### config.mk
export PLATFORM = sky130hd
export DESIGN_NAME = fetch_unit_flat
export DESIGN_NICKNAME = d
export VERILOG_FILES = /design/src/rtl/fetch_unit_pkg.sv /design/src/rtl/fetch_unit_if.sv /design/src/rtl/fetch_queue.sv /design/src/rtl/fetch_unit.sv /design/src/flat_wrapper.sv
export SDC_FILE = /design/constraint.sdc
export NUM_CORES = 1
export LEC_CHECK = 0
export CAP_MARGIN = 5
export CORE_ASPECT_RATIO = 0.7
export CORE_UTILIZATION = 53
export DETAILED_ROUTE_END_ITERATION = 6
export HOLD_SLACK_MARGIN = 0.03
export PLACE_DENSITY = 0.93
export SLEW_MARGIN = 10
export SYNTH_ARGS = -nofsm -noshare
export SYNTH_HDL_FRONTEND = slang
export SYNTH_SLANG_ARGS = --single-unit
### constraint.sdc
create_clock -name clock -period 8.3 [get_ports clock]
set_input_delay 0.83 -clock clock [delete_from_list [all_inputs] [get_ports clock]]
set_output_delay 0.83 -clock clock [all_outputs]
set_load 0.005 [all_outputs]
### src/rtl/fetch_unit_pkg.sv
// rtl/fetch_unit_pkg.sv - shared widths, defaults and helpers for the fetch stage
package fetch_unit_pkg;

    localparam int          FETCH_ADDR_W = 12;
    localparam int          FETCH_INSN_W = 32;
    localparam int          FETCH_DEPTH  = 2;
    localparam logic [31:0] FETCH_NOP    = 32'h0000_0000;

    // Occupancy counter must represent 0..DEPTH inclusive.
    function automatic int cnt_width(input int depth);
        return $clog2(depth) + 1;
    endfunction

endpackage

### src/rtl/fetch_unit_if.sv
// rtl/fetch_unit_if.sv - PC register, imem, redirect and decode-side signals of the fetch stage
interface fetch_unit_if
    import fetch_unit_pkg::*;
#(
    parameter int ADDR_W = FETCH_ADDR_W,
    parameter int INSN_W = FETCH_INSN_W,
    parameter int DEPTH  = FETCH_DEPTH
);
    localparam int CNT_W = cnt_width(DEPTH);

    logic [ADDR_W-1:0] pc_cur;
    logic [ADDR_W-1:0] pc_next;
    logic              pc_we;
    logic [ADDR_W-1:0] imem_addr;
    logic [INSN_W-1:0] imem_rdata;
    logic              redirect_valid;
    logic [ADDR_W-1:0] redirect_target;
    logic              insn_valid;
    logic [INSN_W-1:0] insn;
    logic [ADDR_W-1:0] insn_pc;
    logic              insn_ready;
    logic [CNT_W-1:0]  queue_count;

    modport master (
        input  pc_cur, imem_rdata, redirect_valid, redirect_target, insn_ready,
        output pc_next, pc_we, imem_addr, insn_valid, insn, insn_pc, queue_count
    );

    modport slave (
        output pc_cur, imem_rdata, redirect_valid, redirect_target, insn_ready,
        input  pc_next, pc_we, imem_addr, insn_valid, insn, insn_pc, queue_count
    );

endinterface

### src/rtl/fetch_queue.sv
// rtl/fetch_queue.sv - synchronous FIFO holding fetched {insn, pc} entries with flush
module fetch_queue
    import fetch_unit_pkg::*;
#(
    parameter int DEPTH = FETCH_DEPTH,
    parameter int W     = FETCH_INSN_W + FETCH_ADDR_W
) (
    input  logic                        clock,
    input  logic                        ctrl_reset,
    input  logic                        push,
    input  logic [W-1:0]                push_data,
    input  logic                        pop,
    input  logic                        flush,
    output logic                        head_valid,
    output logic [W-1:0]                head_data,
    output logic [cnt_width(DEPTH)-1:0] count
);
    localparam int PTR_W = $clog2(DEPTH);
    localparam int CNT_W = cnt_width(DEPTH);
    localparam logic [CNT_W-1:0] DEPTH_C = CNT_W'(DEPTH);

    logic [W-1:0]     mem [DEPTH];
    logic [PTR_W-1:0] wr_ptr;
    logic [PTR_W-1:0] rd_ptr;
    logic             push_ok;
    logic             pop_ok;

    // A push into a full queue is accepted only when the head leaves in the same cycle.
    always_comb begin
        pop_ok  = pop & (count != '0);
        push_ok = push & ((count != DEPTH_C) | pop_ok);
    end

    assign head_valid = (count != '0);
    assign head_data  = mem[rd_ptr];

    always_ff @(posedge clock or posedge ctrl_reset) begin
        if (ctrl_reset) begin
            wr_ptr <= '0;
            rd_ptr <= '0;
            count  <= '0;
            for (int i = 0; i < DEPTH; i++) begin
                mem[i] <= '0;
            end
        end else if (flush) begin
            wr_ptr <= '0;
            rd_ptr <= '0;
            count  <= '0;
        end else begin
            if (push_ok) begin
                mem[wr_ptr] <= push_data;
                wr_ptr      <= wr_ptr + PTR_W'(1);
            end
            if (pop_ok) begin
                rd_ptr <= rd_ptr + PTR_W'(1);
            end
            case ({push_ok, pop_ok})
                2'b10:   count <= count + CNT_W'(1);
                2'b01:   count <= count - CNT_W'(1);
                default: count <= count;
            endcase
        end
    end

endmodule

### src/rtl/fetch_unit.sv
// rtl/fetch_unit.sv - instruction fetch: PC stepping, imem issue, redirect flush, decode queue
module fetch_unit
    import fetch_unit_pkg::*;
#(
    parameter int ADDR_W = FETCH_ADDR_W,
    parameter int INSN_W = FETCH_INSN_W,
    parameter int DEPTH  = FETCH_DEPTH
) (
    input  logic         clock,
    input  logic         ctrl_reset,
    fetch_unit_if.master bus
);
    localparam int CNT_W = cnt_width(DEPTH);
    localparam logic [CNT_W:0] DEPTH_L = (CNT_W+1)'(DEPTH);

    logic                     inflight;
    logic [ADDR_W-1:0]        tag;
    logic [CNT_W-1:0]         count;
    logic                     head_valid;
    logic [INSN_W+ADDR_W-1:0] head_data;
    logic                     pop;
    logic                     issue;
    logic                     push;
    logic [CNT_W:0]           occ;

    // Occupancy counts the word still in flight so the queue can never overflow.
    always_comb begin
        pop   = head_valid & bus.insn_ready;
        occ   = {1'b0, count} + (CNT_W+1)'(inflight) - (CNT_W+1)'(pop);
        issue = !ctrl_reset & !bus.redirect_valid & (occ < DEPTH_L);
        push  = inflight & !bus.redirect_valid;
    end

    assign bus.imem_addr = bus.pc_cur;
    assign bus.pc_next   = bus.redirect_valid ? bus.redirect_target : bus.pc_cur + ADDR_W'(1);
    assign bus.pc_we     = !ctrl_reset & (bus.redirect_valid | issue);

    always_ff @(posedge clock or posedge ctrl_reset) begin
        if (ctrl_reset) begin
            inflight <= 1'b0;
            tag      <= '0;
        end else begin
            inflight <= issue;
            if (issue) begin
                tag <= bus.pc_cur;
            end
        end
    end

    fetch_queue #(
        .DEPTH (DEPTH),
        .W     (INSN_W + ADDR_W)
    ) u_queue (
        .clock      (clock),
        .ctrl_reset (ctrl_reset),
        .push       (push),
        .push_data  ({bus.imem_rdata, tag}),
        .pop        (pop),
        .flush      (bus.redirect_valid),
        .head_valid (head_valid),
        .head_data  (head_data),
        .count      (count)
    );

    assign bus.insn_valid           = head_valid;
    assign {bus.insn, bus.insn_pc}  = head_data;
    assign bus.queue_count          = count;

endmodule

### src/flat_wrapper.sv
// flat-port wrapper written by rule: the top's interface ports become plain ports
module fetch_unit_flat import fetch_unit_pkg::*;
#(
    parameter int ADDR_W = FETCH_ADDR_W,
    parameter int INSN_W = FETCH_INSN_W,
    parameter int DEPTH  = FETCH_DEPTH
)
  (clock, ctrl_reset, bus_pc_cur, bus_imem_rdata, bus_redirect_valid, bus_redirect_target, bus_insn_ready, bus_pc_next, bus_pc_we, bus_imem_addr, bus_insn_valid, bus_insn, bus_insn_pc, bus_queue_count);
  fetch_unit_if #(.ADDR_W(ADDR_W), .INSN_W(INSN_W), .DEPTH(DEPTH)) bus_i ();
  input  logic clock;
  input  logic ctrl_reset;
  input wire logic [$bits(bus_i.pc_cur)-1:0] bus_pc_cur;
  input wire logic [$bits(bus_i.imem_rdata)-1:0] bus_imem_rdata;
  input wire logic [$bits(bus_i.redirect_valid)-1:0] bus_redirect_valid;
  input wire logic [$bits(bus_i.redirect_target)-1:0] bus_redirect_target;
  input wire logic [$bits(bus_i.insn_ready)-1:0] bus_insn_ready;
  output wire logic [$bits(bus_i.pc_next)-1:0] bus_pc_next;
  output wire logic [$bits(bus_i.pc_we)-1:0] bus_pc_we;
  output wire logic [$bits(bus_i.imem_addr)-1:0] bus_imem_addr;
  output wire logic [$bits(bus_i.insn_valid)-1:0] bus_insn_valid;
  output wire logic [$bits(bus_i.insn)-1:0] bus_insn;
  output wire logic [$bits(bus_i.insn_pc)-1:0] bus_insn_pc;
  output wire logic [$bits(bus_i.queue_count)-1:0] bus_queue_count;
  assign bus_i.pc_cur = bus_pc_cur;
  assign bus_i.imem_rdata = bus_imem_rdata;
  assign bus_i.redirect_valid = bus_redirect_valid;
  assign bus_i.redirect_target = bus_redirect_target;
  assign bus_i.insn_ready = bus_insn_ready;
  assign bus_pc_next = bus_i.pc_next;
  assign bus_pc_we = bus_i.pc_we;
  assign bus_imem_addr = bus_i.imem_addr;
  assign bus_insn_valid = bus_i.insn_valid;
  assign bus_insn = bus_i.insn;
  assign bus_insn_pc = bus_i.insn_pc;
  assign bus_queue_count = bus_i.queue_count;
  fetch_unit #(.ADDR_W(ADDR_W), .INSN_W(INSN_W), .DEPTH(DEPTH)) u_core (.clock(clock), .ctrl_reset(ctrl_reset), .bus(bus_i));
endmodule
### Yosys cells after proc, flatten, opt, wreduce, memory -nomap -nowiden

Cells that the tools add are included.

* multiplexer cells: 13
* equal/unequal tests: 3
* magnitude comparators: 4
* reduce and logical (&&, ||, !) cells: 8
* add/sub/neg operators: 7
* bitwise gates (word level): 12

Operator list (number)
* $mux W44: 4
* $bwmux W88: 1
* $demux W44 S1: 1
* $add A12 B1 Y12 const B: 1
* $mux W12: 1
* $and A1 B1 Y1: 7
* $reduce_bool A2 Y1: 3
* $ge A2 B2 Y1 const B: 2
* $mux W1: 4
* $not A1 Y2: 2
* $pmux W2 S2: 1
* $add A2 B1 Y3: 1
* $lt A3 B2 Y1 const B: 1
* $reduce_bool A3 Y1: 1
* $sub A3 B1 Y3: 1
* $add A1 B1 Y1 const B: 2
* $add A2 B1 Y2 const B: 1
* $eq A2 B1 Y1 const B: 1
* $eq A2 B2 Y1 const B: 1
* $logic_not A1 Y1: 2
* $lt A2 B1 Y1 const B: 1
* $mux W2: 1
* $ne A2 B2 Y1 const B: 1
* $or A1 B1 Y1: 2
* other kinds (4): 4

* register bits after elaboration: 105
* output and inout bits: 72
* input port bits: 60

### Depth between registers and ports, before layout

Gate-level depths: netlist (run 1).

* depth after elaboration: 8
* gate-level depth with buffers: 9
* depth with buffers taken out: 7

### Modules after synthesis

From an unflattened synthesis (run 1), not the netlist that was laid out.

* cell total of the unflattened synthesis: 366
* area total of the unflattened synthesis: 5196.2 um^2

By module, submodules not included
* fetch_queue: instances 1, sequential area each 2302.2 um^2, area each 4220.3 um^2, cells each 262
* fetch_unit: instances 1, sequential area each 325.3 um^2, area each 975.9 um^2, cells each 104

### Least setup slack after synthesis (run 1)

Ideal clock, no wire load.

* path type: input port to output port
* start point: input port ctrl_reset
* end point: output port bus_pc_we
* slack: 3282 ps
* arrival: 4188 ps
* stages: 4
* buffers on the path: 1
* cells stage by stage: inv_1 -> nand4_1 -> clkbuf_1 -> a21oi_1

* cells in the longest elaborated chain, start to end: 5

RTL lines
* from (decl): line flat_wrapper.sv:11 `input logic ctrl_reset;`
* $logic_not A1 Y1 (*): line fetch_unit.sv:30, fetch_unit.sv:36
* $and A1 B1 Y1 (2 in series): line fetch_unit.sv:30 `issue = !ctrl_reset & !bus.redirect_valid & (occ < DEPTH_L);`
* $or A1 B1 Y1: line fetch_unit.sv:36 `assign bus.pc_we = !ctrl_reset & (bus.redirect_valid | issue);`
* $and A1 B1 Y1 (*): line fetch_unit.sv:36
* to (decl): line flat_wrapper.sv:18 `output wire logic [$bits(bus_i.pc_we)-1:0] bus_pc_we;`

Mark *: on every way between the ends. The rest lies on a longest branch, timed or not.

### Worst setup path after layout (run 1)

* start point: input port bus_insn_ready
* end point: output port bus_pc_we

* cells in the longest elaborated chain, start to end: 6

RTL lines
* from (decl): line flat_wrapper.sv:16 `input wire logic [$bits(bus_i.insn_ready)-1:0] bus_insn_ready;`
* $and A1 B1 Y1: line fetch_unit.sv:28 `pop = head_valid & bus.insn_ready;`
* $sub A3 B1 Y3: line fetch_unit.sv:29 `occ = {1'b0, count} + (CNT_W+1)'(inflight) - (CNT_W+1)'(pop);`
* $lt A3 B2 Y1: line fetch_unit.sv:30
* $and A1 B1 Y1: line fetch_unit.sv:30
* $or A1 B1 Y1: line fetch_unit.sv:36
* $and A1 B1 Y1: line fetch_unit.sv:36

No other way between the ends.

==> impl_metrics.csv, run 1 <==
group,metric,value,unit
status,outcome,"complete, no violations",
logic_synthesis,ys_seq_elements,105,
logic_synthesis,synthCells,367,
place,numPlacedInstances,594,
worst_setup_path,rrSetupSlack,5.20,ns
timing,max_freq,0.200,GHz
floorplanning,die-area,0.0103,sq mm
logic_synthesis,avgSynthCellArea,14.3,sq um
floorplanning,num_rows,29,
global_route,antenna_found_initial,0,
clock_network,cts.repair.resized,0,
place,dp_hpwl,7730,um
pwr,ir_worst_vdd,157,uV
flow_run,maxCapViolCount,0,
routing,ant_nets,0,
final_layout,multiInputGateArea,0.00235,sq mm
floorplanning,core_area,0.00933,sq mm
global_route,globalRouteTotalUtil,24.0,%
timing,maxSlewViolCount,0,
routing,wl,11500,um
logic_synthesis,synth_cell_types,48,
logic_synthesis,synthArstFlopShare,100,%
timing,slew_headroom,24.4,%
logic_synthesis,synth_top_area_share,50.1,%
final_layout,area_growth,28.9,%
logic_synthesis,netlist_top_cells_area,"dfrtp_1 50%, mux2_2 22%, mux2_4 11%, buf_4 1.7%, buf_12 1.5%",
logic_synthesis,synth-edff-count,0,
pwr,power.density,256,mW/mm^2
pwr,p_int,1.29,mW
pwr,p_leak,2.95,nW
pwr,power.switching,442,uW
pwr,p_sw_share,25.5,%
worst_setup_path,timing.rr.start,"u_core.u_queue.count[1]",
pwr,p_seq_share,44.6,%
floorplanning,start_util,56.2,%
min_path,holdPathEnd,"u_core.u_queue.mem[84]",
clock_network,clk_pin_slew,0.06,ns
routing,routedWlPerCell,18.9,um
worst_setup_path,cp-end-kind,"output pin",
min_path,hp-start,"u_core.u_queue.mem[84]",
pwr,pwr-share-clk,22.1,%
logic_synthesis,synth_seq_area_share,50.1,%
final_layout,final_cells,610,
final_layout,fill_cells,606,
worst_setup_path,cp_max_fo,14,
logic_synthesis,syn-cell-area,0.00524,sq mm
global_route,grt_pass1_wl,18900,um
logic_synthesis,ys_warn_count,0,
clock_network,cts_sinks,105,
clock_network,post-cts-setup-buffers,0,
floorplanning,io_pins,132,
worst_setup_path,path_class,"primary input to output pin",
logic_synthesis,synth_ff_type,"dfrtp_1",
clock_network,ctsRootBufferMaster,"clkbuf_16",
clock_network,numCtsBuffers,9,
final_layout,post-route-util,72.4,%
min_path,hold_path_class,"flip-flop to flip-flop",
routing,drc,0,
floorplanning,fp.dieH,85.2,um
place,postPlaceCellArea,0.00649,sq mm
routing,vias_per_cell,5.57,
timing,fin_tns_setup,0,ns
place,portBuffers,131,
timing,fin_crit,5.01,ns
worst_setup_path,arrival,4.18,ns
clock_network,clock_tree.buffer_depth,2,
timing,whs,0.498,ns
clock_network,h-tree-depth,3,
timing,rsz0062_at_grt,"false",
global_route,grt_pass1_vias,3648,
timing,tightest_slew,1.13,ns
worst_setup_path,cp.required,7.47,ns
timing,fin_skew,0.00513,ns
global_route,grt_max_degree,72,
global_route,grt_overflow,0,
logic_synthesis,syn_nets,430,
worst_setup_path,r2r-end,"u_core.tag[5]",
final_layout,seq_area,0.00263,sq mm
timing,setup_viol,0,
routing,drt_iter0_drc,172,
floorplanning,dieWidth,121,um
final_layout,fin_nets,544,
routing,first_pass_iters,4,
final_layout,fin_area,0.00676,sq mm
clock_network,cts_tree,"done",
pwr,combinationalPowerShare,33.3,%
clock_network,clk-insertion-delay-late,0.33,ns
worst_setup_path,startpoint_type,"primary input",
final_layout,diodes,0,
final_layout,drive_gt1_share,35.2,%
place,gp_congestion,0.827,
min_path,holdPathStages,1,
worst_setup_path,rr_worst_depth,7,
timing,period_share,60.4,%
routing,via_count,3399,
timing,hold_viol,0,
logic_synthesis,synth_top_area_cell,"dfrtp_1",
clock_network,holdBufCountCts,0,
[worst max-delay path by stage]
| stage | startpoint | to |
|---|---|---|
| global placement | bus_insn_ready | bus_pc_we |
| detailed placement | bus_insn_ready | bus_pc_we |
| global route | bus_insn_ready | bus_pc_we |
| finish | bus_insn_ready | bus_pc_we |
| floorplan | ctrl_reset | bus_pc_we |
| CTS | bus_insn_ready | bus_pc_we |
[worst max-delay path: stages]
cell and delay [ns]:
clkdlybuf4s50_1 0.59, o21a_1 0.21, ha_1 0.23, or2b_1 0.24, fa_1 0.38, xnor2_1 0.16
nand4_1 0.63, a21oi_1 0.36, clkdlybuf4s50_1 0.54
[cells by family after synthesis]
logic type / share of synthesized area, %
compound gates: 2.96
xor+xnor: 0.836
fa+ha+maj: 0.860
buf+inv: 5.13
flops: 50.1
mux: 34.2
simple gates: 5.85
[metal layers]
metal	share of wire [%]	track usage (%)	routed length [um]
met1	46	32.6	5320
met2	48	39.3	5550
met3	5.2	6.32	595
met4	0.47	4.15	54
met5	0	0	0
[area by class of cell]
type                       count  share of cell area, %
clock inverter                 5                  0.482
timing repair buffer         134                   19.7
sequential                   105                   38.9
inverter                       6                  0.370
tap                          124                   2.30
multi-input combinational    225                   34.7
clock buffer                  11                   3.45
[power groups by stage]
stage / Sequential, mW / Combinational [mW] / Clock, mW
2_1_floorplan: 0.741 / 0.328 / 0
3_3_place_gp: 0.764 / 0.562 / 0
3_5_place_dp: 0.780 / 0.578 / 0
4_1_cts: 0.772 / 0.584 / 0.392
5_1_grt: 0.796 / 0.619 / 0.415
6_report: 0.773 / 0.576 / 0.383
[sequential cells by signal, summed over array words and instances (netlist names)]
name and flops:
u_core.u_queue.wr_ptr 1, u_core.u_queue.rd_ptr 1, u_core.u_queue.count 2, u_core.inflight 1, u_core.u_queue.mem 88, u_core.tag 12
[placed cells by master (no fill, tap or decap), types with 4 or more instances in the layout]
cell	instances
clkbuf_16	9
clkdlybuf4s50_1	131
dfrtp_1	104
inv_1	5
mux2_2	103
mux2_4	40
nand2_1	8
nand3_1	9
nor2_1	4
nor2b_1	5
o21ai_0	8
[Yosys cell counts (all sizes together), types with 2 or more instances]
| library cell | count |
|---|---|
| xor2 | 2 |
| nor2 | 4 |
| inv | 6 |
| or4b | 2 |
| o311ai | 2 |
| or2 | 2 |
| nand4 | 3 |
| mux2 | 145 |
| clkbuf | 9 |
| a21oi | 3 |
| xnor2 | 3 |
| nor4 | 3 |
| o21ai | 8 |
| nand3 | 9 |
| dfrtp | 105 |
| or4 | 3 |
| ha | 2 |
| nor2b | 5 |
| buf | 22 |
| nand2 | 8 |
| and3 | 2 |
[stage by stage]
step / setup slack, ns / power, mW
2_1_floorplan: 3.28 / 1.07
5_1_grt: 3.05 / 1.83
3_5_place_dp: 3.28 / 1.36
3_3_place_gp: 3.41 / 1.33
4_1_cts: 3.26 / 1.75
6_report: 3.29 / 1.73
No activity file was read; power rests on OpenSTA's default activity.
==> inputs of run 2 (changes only) <==
CORE_UTILIZATION = 45   (was 53)
PLACE_DENSITY = 0.85   (was 0.93)
clock period = 4.1 ns   (was 8.3 ns; I/O delays follow)
==> run 2 against run 1 <==
Against the previous run: hold slack improved by 0.0023 ns; die area grew 17%; global-route usage fell by 4.7 points; via count decreased by 1.7%; count of clock-buffer cells in the layout down 1; design area rose by 0.69%; first-iteration DRC count down 31%; sequential share of layout area is 0.26 points lower; sequential power up 100%; total power rose by 100%.
==> impl_metrics.csv, run 2 (same netlist as run 1, synthesis figures left out) <==
group,metric,value,unit
status,outcome,"complete, no violations",
routing,routedWlPerCell,17.4,um
worst_setup_path,cp_slowest_cell,"clkdlybuf4s50_1",
pwr,p_sw_share,25.1,%
pwr,combinationalPowerShare,33.1,%
timing,fin_crit,3.43,ns
worst_setup_path,path_class,"primary input to output pin",
final_layout,top_regs,"u_core.u_queue.mem (88), u_core.tag (12), u_core.u_queue.count (2)",
floorplanning,start_util,46.9,%
routing,routed-wl-met3,553,um
global_route,grt_pass1_vias,3500,
floorplanning,num_rows,32,
clock_network,clock_tree.buffer_depth,2,
final_layout,layout_common_cells,"131 x clkdlybuf4s50_1, 104 x dfrtp_1, 103 x mux2_2, 40 x mux2_4",
clock_network,h-tree-depth,3,
routing,via_count,3340,
timing,setup_ws,0.671,ns
final_layout,fin_nets,546,
min_path,hold_path_class,"flip-flop to flip-flop",
final_layout,diodes,0,
pwr,pwr-share-clk,22.2,%
final_layout,post-route-util,60.9,%
floorplanning,core_area,0.0112,sq mm
clock_network,holdBufCountCts,0,
worst_setup_path,cp-end-kind,"output pin",
floorplanning,die-area,0.0121,sq mm
final_layout,final_common_cell,"clkdlybuf4s50_1",
pwr,power.switching,877,uW
pwr,power.density,514,mW/mm^2
routing,topRoutingLayerUsed,"met4",
routing,vias_per_cell,5.24,
floorplanning,dieWidth,131,um
worst_setup_path,cp_max_fo,5,
timing,max_freq,0.292,GHz
pwr,p_seq_share,44.7,%
timing,period_share,83.6,%
clock_network,numCtsBuffers,9,
routing,first_pass_iters,4,
clock_network,clk-insertion-delay-late,0.34,ns
final_layout,largest_register_ffs,88,
timing,hold_viol,0,
routing,wl,11100,um
place,gp_congestion,0.863,
timing,maxSlewViolCount,0,
global_route,grt_max_degree,68,
timing,rsz0062_at_grt,"false",
timing,slew_headroom,24.8,%
clock_network,cts_tree,"done",
place,numPlacedInstances,625,
global_route,grt_pass1_wl,17800,um
timing,setup_viol,0,
worst_setup_path,crit_path_cell_trace,"clkdlybuf4s50_1 -> o21a_1 -> ha_1 -> or2b_1 -> fa_1 -> xnor2_1 -> nand4_1 -> a21oi_1 -> clkdlybuf4s50_1",
worst_setup_path,critical_path.max_stage_delay,0.58,ns
final_layout,area_growth,29.8,%
pwr,ir_worst_vdd,265,uV
global_route,globalRouteTotalUtil,19.3,%
clock_network,clk_pin_slew,0.06,ns
worst_setup_path,cp.required,3.69,ns
routing,drt_iter0_drc,119,
worst_setup_path,arrival,3.02,ns
flow_run,maxCapViolCount,0,
pwr,p_int,2.62,mW
final_layout,final_cells,638,
worst_setup_path,cpMostUsedCell,"clkdlybuf4s50_1",
final_layout,drive_gt1_share,35.5,%
floorplanning,io_pins,132,
clock_network,ctsRootBufferMaster,"clkbuf_16",
clock_network,cts_sinks,105,
place,portBuffers,131,
pwr,p_leak,2.94,nW
timing,fin_skew,0.00554,ns
timing,fin_tns_setup,0,ns
clock_network,cts.repair.resized,0,
place,pre_cts_ws,0.668,ns
routing,wl_met2,5260,um
place,dp_hpwl,7420,um
routing,wl_met1,5190,um
global_route,grt_overflow,0,
clock_network,post-cts-setup-buffers,0,
routing,drc,0,
global_route,antenna_found_initial,0,
final_layout,regMostFlops,"u_core.u_queue.mem",
timing,tightest_slew,1.13,ns
worst_setup_path,startpoint_type,"primary input",
routing,ant_nets,0,
floorplanning,fp.dieH,92.3,um
-- run 2: metrics by stage --
step / power (mW) / hold slack, ns / area, sq um
floorplan: 2.17 / 0.454 / 5240
global placement: 2.69 / 0.463 / 6540
detailed placement: 2.74 / 0.490 / 6540
CTS: 3.54 / 0.508 / 6800
global route: 3.70 / 0.523 / 6800
finish: 3.49 / 0.500 / 6800
-- run 2: per-layer routing --
metal / vias up / GRT usage (%)
met5: - / 0
met3: 10 / 4.90
met4: 0 / 4.60
met2: 96 / 30.9
li1: 1543 / -
met1: 1691 / 26.1
-- run 2: final cells by class --
class / count / area, sq um
fill: 832 / 4370
sequential: 105 / 2630
multi-input combinational: 225 / 2350
timing repair buffer: 136 / 1350
clock buffer: 10 / 239
tap: 153 / 191
inverter: 6 / 26.3
clock inverter: 3 / 20.0
-- run 2: power groups by stage --
stage	clock network [mW]	logic (mW)	registers, mW
5_1_grt	0.846	1.25	1.61
6_report	0.775	1.16	1.56
4_1_cts	0.804	1.18	1.56
3_3_place_gp	0	1.14	1.55
3_5_place_dp	0	1.16	1.58
2_1_floorplan	0	0.664	1.50
-- run 2: worst max-delay path: cells and delay by family --
| kind | cells | cell delay [ns] |
|---|---|---|
| xor+xnor | 1 | 0.14 |
| compound gates | 2 | 0.38 |
| simple gates | 2 | 0.37 |
| buf+inv | 2 | 1.10 |
| fa+ha+maj | 2 | 0.62 |
-- run 2: worst paths after layout --
| kind | startpoint | to | slack (ns) | cells after the start |
|---|---|---|---|---|
| setup / recovery | bus_insn_ready | bus_pc_we | 0.67 | 9 |
| hold / removal | u_core.u_queue.mem[87] | u_core.u_queue.mem[87] | 0.50 | 1 |
| setup reg to reg | u_core.u_queue.count[1] | u_core.tag[0] | 1.47 | 8 |
| hold reg to reg | u_core.u_queue.mem[87] | u_core.u_queue.mem[87] | 0.50 | 1 |
| max in group asynchronous | ctrl_reset | u_core.u_queue.rd_ptr | 2.26 | 4 |
| min in group asynchronous | ctrl_reset | u_core.u_queue.mem[85] | 0.58 | 3 |
==> inputs of run 3 (changes only) <==
CORE_UTILIZATION = 50   (was 45)
PLACE_DENSITY = 0.89   (was 0.85)
clock period = 3.2 ns   (was 4.1 ns; I/O delays follow)
==> run 3 against run 2 <==
Against the previous run: non-clock buffer count up 10; sequential share of layout area shrank 0.32 points; utilization is 8.1 points higher; flip-flop and latch count is the same; count of clock-buffer cells in the layout up 3; design area grew 0.85%; sequential power is 28% higher; combinational power increased by 30%; register-to-register slack lost 0.75 ns; via count is 2.6% higher; cell count down 1.9%; die area fell by 9.8%; critical path type unchanged; largest cell class unchanged.
==> impl_metrics.csv, run 3 (same netlist as run 1, synthesis figures left out) <==
group,metric,value,unit
flow_run,maxCapViolCount,0,
clock_network,post-cts-setup-buffers,0,
pwr,p_leak,3.01,nW
clock_network,clk_pin_slew,0.07,ns
worst_setup_path,worst-path-buf-inv,2,
final_layout,largest_register_ffs,88,
timing,maxSlewViolCount,0,
timing,setup_viol,0,
worst_setup_path,cp.required,2.88,ns
routing,drt_iter0_drc,116,
timing,fin_skew,0.00689,ns
clock_network,h-tree-depth,3,
final_layout,drive_gt1_share,36.5,%
pwr,p_seq_share,44.5,%
routing,wl,11300,um
routing,routedWlPerCell,18.0,um
final_layout,regMostFlops,"u_core.u_queue.mem",
worst_setup_path,arrival,2.54,ns
worst_setup_path,path_class,"primary input to output pin",
final_layout,fin_nets,556,
final_layout,area_growth,30.9,%
floorplanning,dieWidth,124,um
worst_setup_path,cpMostUsedCell,"clkdlybuf4s50_1",
pwr,p_int,3.36,mW
final_layout,seq_area,0.00263,sq mm
global_route,grt_pass1_vias,3567,
worst_setup_path,cp-end-kind,"output pin",
pwr,pwr-share-clk,21.8,%
worst_setup_path,crit_family,"buffers and inverters",
floorplanning,die-area,0.0109,sq mm
global_route,antenna_found_initial,0,
timing,fin_crit,2.86,ns
floorplanning,fp.dieH,87.7,um
timing,fin_tns_setup,0,ns
global_route,grt_max_degree,59,
timing,setup_ws,0.336,ns
place,dp_hpwl,7760,um
global_route,globalRouteTotalUtil,21.9,%
place,postPlaceCellArea,0.00660,sq mm
global_route,grt_overflow,0,
timing,max_freq,0.349,GHz
pwr,ir_worst_vdd,282,uV
routing,first_pass_iters,4,
final_layout,diodes,0,
floorplanning,core_area,0.00995,sq mm
pwr,power.density,654,mW/mm^2
place,pre_cts_ws,0.00145,ns
timing,tightest_slew,0.862,ns
floorplanning,io_pins,132,
routing,drc,0,
clock_network,cts_sinks,105,
final_layout,final_cells,626,
routing,ant_nets,0,
clock_network,ctsRootBufferMaster,"clkbuf_16",
place,gp_congestion,0.813,
final_layout,fill_cells,677,
min_path,hold_path_class,"flip-flop to flip-flop",
final_layout,fin_area,0.00686,sq mm
worst_setup_path,crit_path_cell_trace,"clkdlybuf4s50_1 -> nand4_1 -> or4b_2 -> nand3_1 -> clkdlybuf4s50_1",
floorplanning,start_util,52.7,%
timing,slew_headroom,42.5,%
floorplanning,num_rows,30,
pwr,power.total,4.49,mW
pwr,p_sw_share,25.2,%
clock_network,clk-insertion-delay-late,0.34,ns
pwr,combinationalPowerShare,33.6,%
global_route,grt_pass1_wl,18600,um
worst_setup_path,cp_max_fo,7,
routing,vias_per_cell,5.47,
timing,hold_viol,0,
worst_setup_path,cp_slowest_cell,"or4b_2",
final_layout,top_regs,"u_core.u_queue.mem (88), u_core.tag (12), u_core.u_queue.count (2)",
final_layout,layout_common_cells,"130 x clkdlybuf4s50_1, 104 x dfrtp_1, 103 x mux2_2, 40 x mux2_4, 14 x buf_4",
worst_setup_path,critical_path.max_stage_delay,0.72,ns
pwr,power.switching,1.13,mW
clock_network,cts_tree,"done",
worst_setup_path,startpoint_type,"primary input",
clock_network,numCtsBuffers,9,
status,outcome,"complete, no violations",
place,portBuffers,131,
clock_network,clock_tree.buffer_depth,2,
timing,rsz0062_at_grt,"false",
routing,via_count,3427,
place,numPlacedInstances,610,
final_layout,final_common_cell,"clkdlybuf4s50_1",
timing,period_share,89.5,%
final_layout,multiInputGateArea,0.00235,sq mm
==> run 3: changes by cell type in the layout (fill, tap and decap cells not counted), sizes merged <==
cell           delta
dlymetal6s2s      +1
clkinvlp          -1
buf              +10
clkinv            +1
clkbuf            +3
clkdlybuf4s50     -1
==> run 3: layout make-up <==
class                           count  share of cell area, %
Multi-Input combinational cell    225                   34.2
Clock buffer                       13                   3.50
Clock inverter                      3                  0.255
Tap cell                          128                   2.33
Sequential cell                   105                   38.3
Timing Repair Buffer              146                   21.0
Inverter                            6                  0.383
==> run 3: power by group through the flow <==
stage	clock, mW	sequential (mW)	combinational (mW)
floorplan	0	1.92	0.851
global route	1.06	2.05	1.61
detailed placement	0	2.02	1.52
CTS	1.01	2.00	1.53
finish	0.980	2.00	1.51
global placement	0	1.97	1.48
==> run 3: metal layers <==
metal | routed length [um] | vias to the layer above | GRT usage (%)
li1 | - | 1567 | -
met1 | 5180 | 1701 | 28.9
met2 | 5310 | 145 | 36.3
met3 | 682 | 14 | 5.68
met4 | 101 | 0 | 5.91
met5 | 0 | - | 0
==> run 3: metrics by stage <==
stage                     hold WS [ns]  util [%]
final                            0.492      69.0
after CTS                        0.495      68.9
after global placement           0.464      66.3
after detailed placement         0.480      66.3
after global routing             0.514      69.0
after floorplan                  0.454         -
==> run 3: timing repair <==
item,CTS,global route
endpoints found under the setup margin,0,1
gates resized for setup,0,2
endpoints found under the hold margin,0,0
hold buffers,0,0
==> run 3: worst paths after layout <==
check	slack, ns	end	depth (start not counted)	start
max in group asynchronous	1.44	u_core.u_queue.rd_ptr	4	ctrl_reset
setup reg to reg	0.72	u_core.tag[6]	8	u_core.u_queue.count[0]
hold reg to reg	0.49	u_core.u_queue.mem[84]	1	u_core.u_queue.mem[84]
setup / recovery	0.34	bus_pc_next[9]	5	bus_pc_cur[6]
hold / removal	0.49	u_core.u_queue.mem[84]	1	u_core.u_queue.mem[84]
min in group asynchronous	0.55	u_core.u_queue.count[0]	3	ctrl_reset
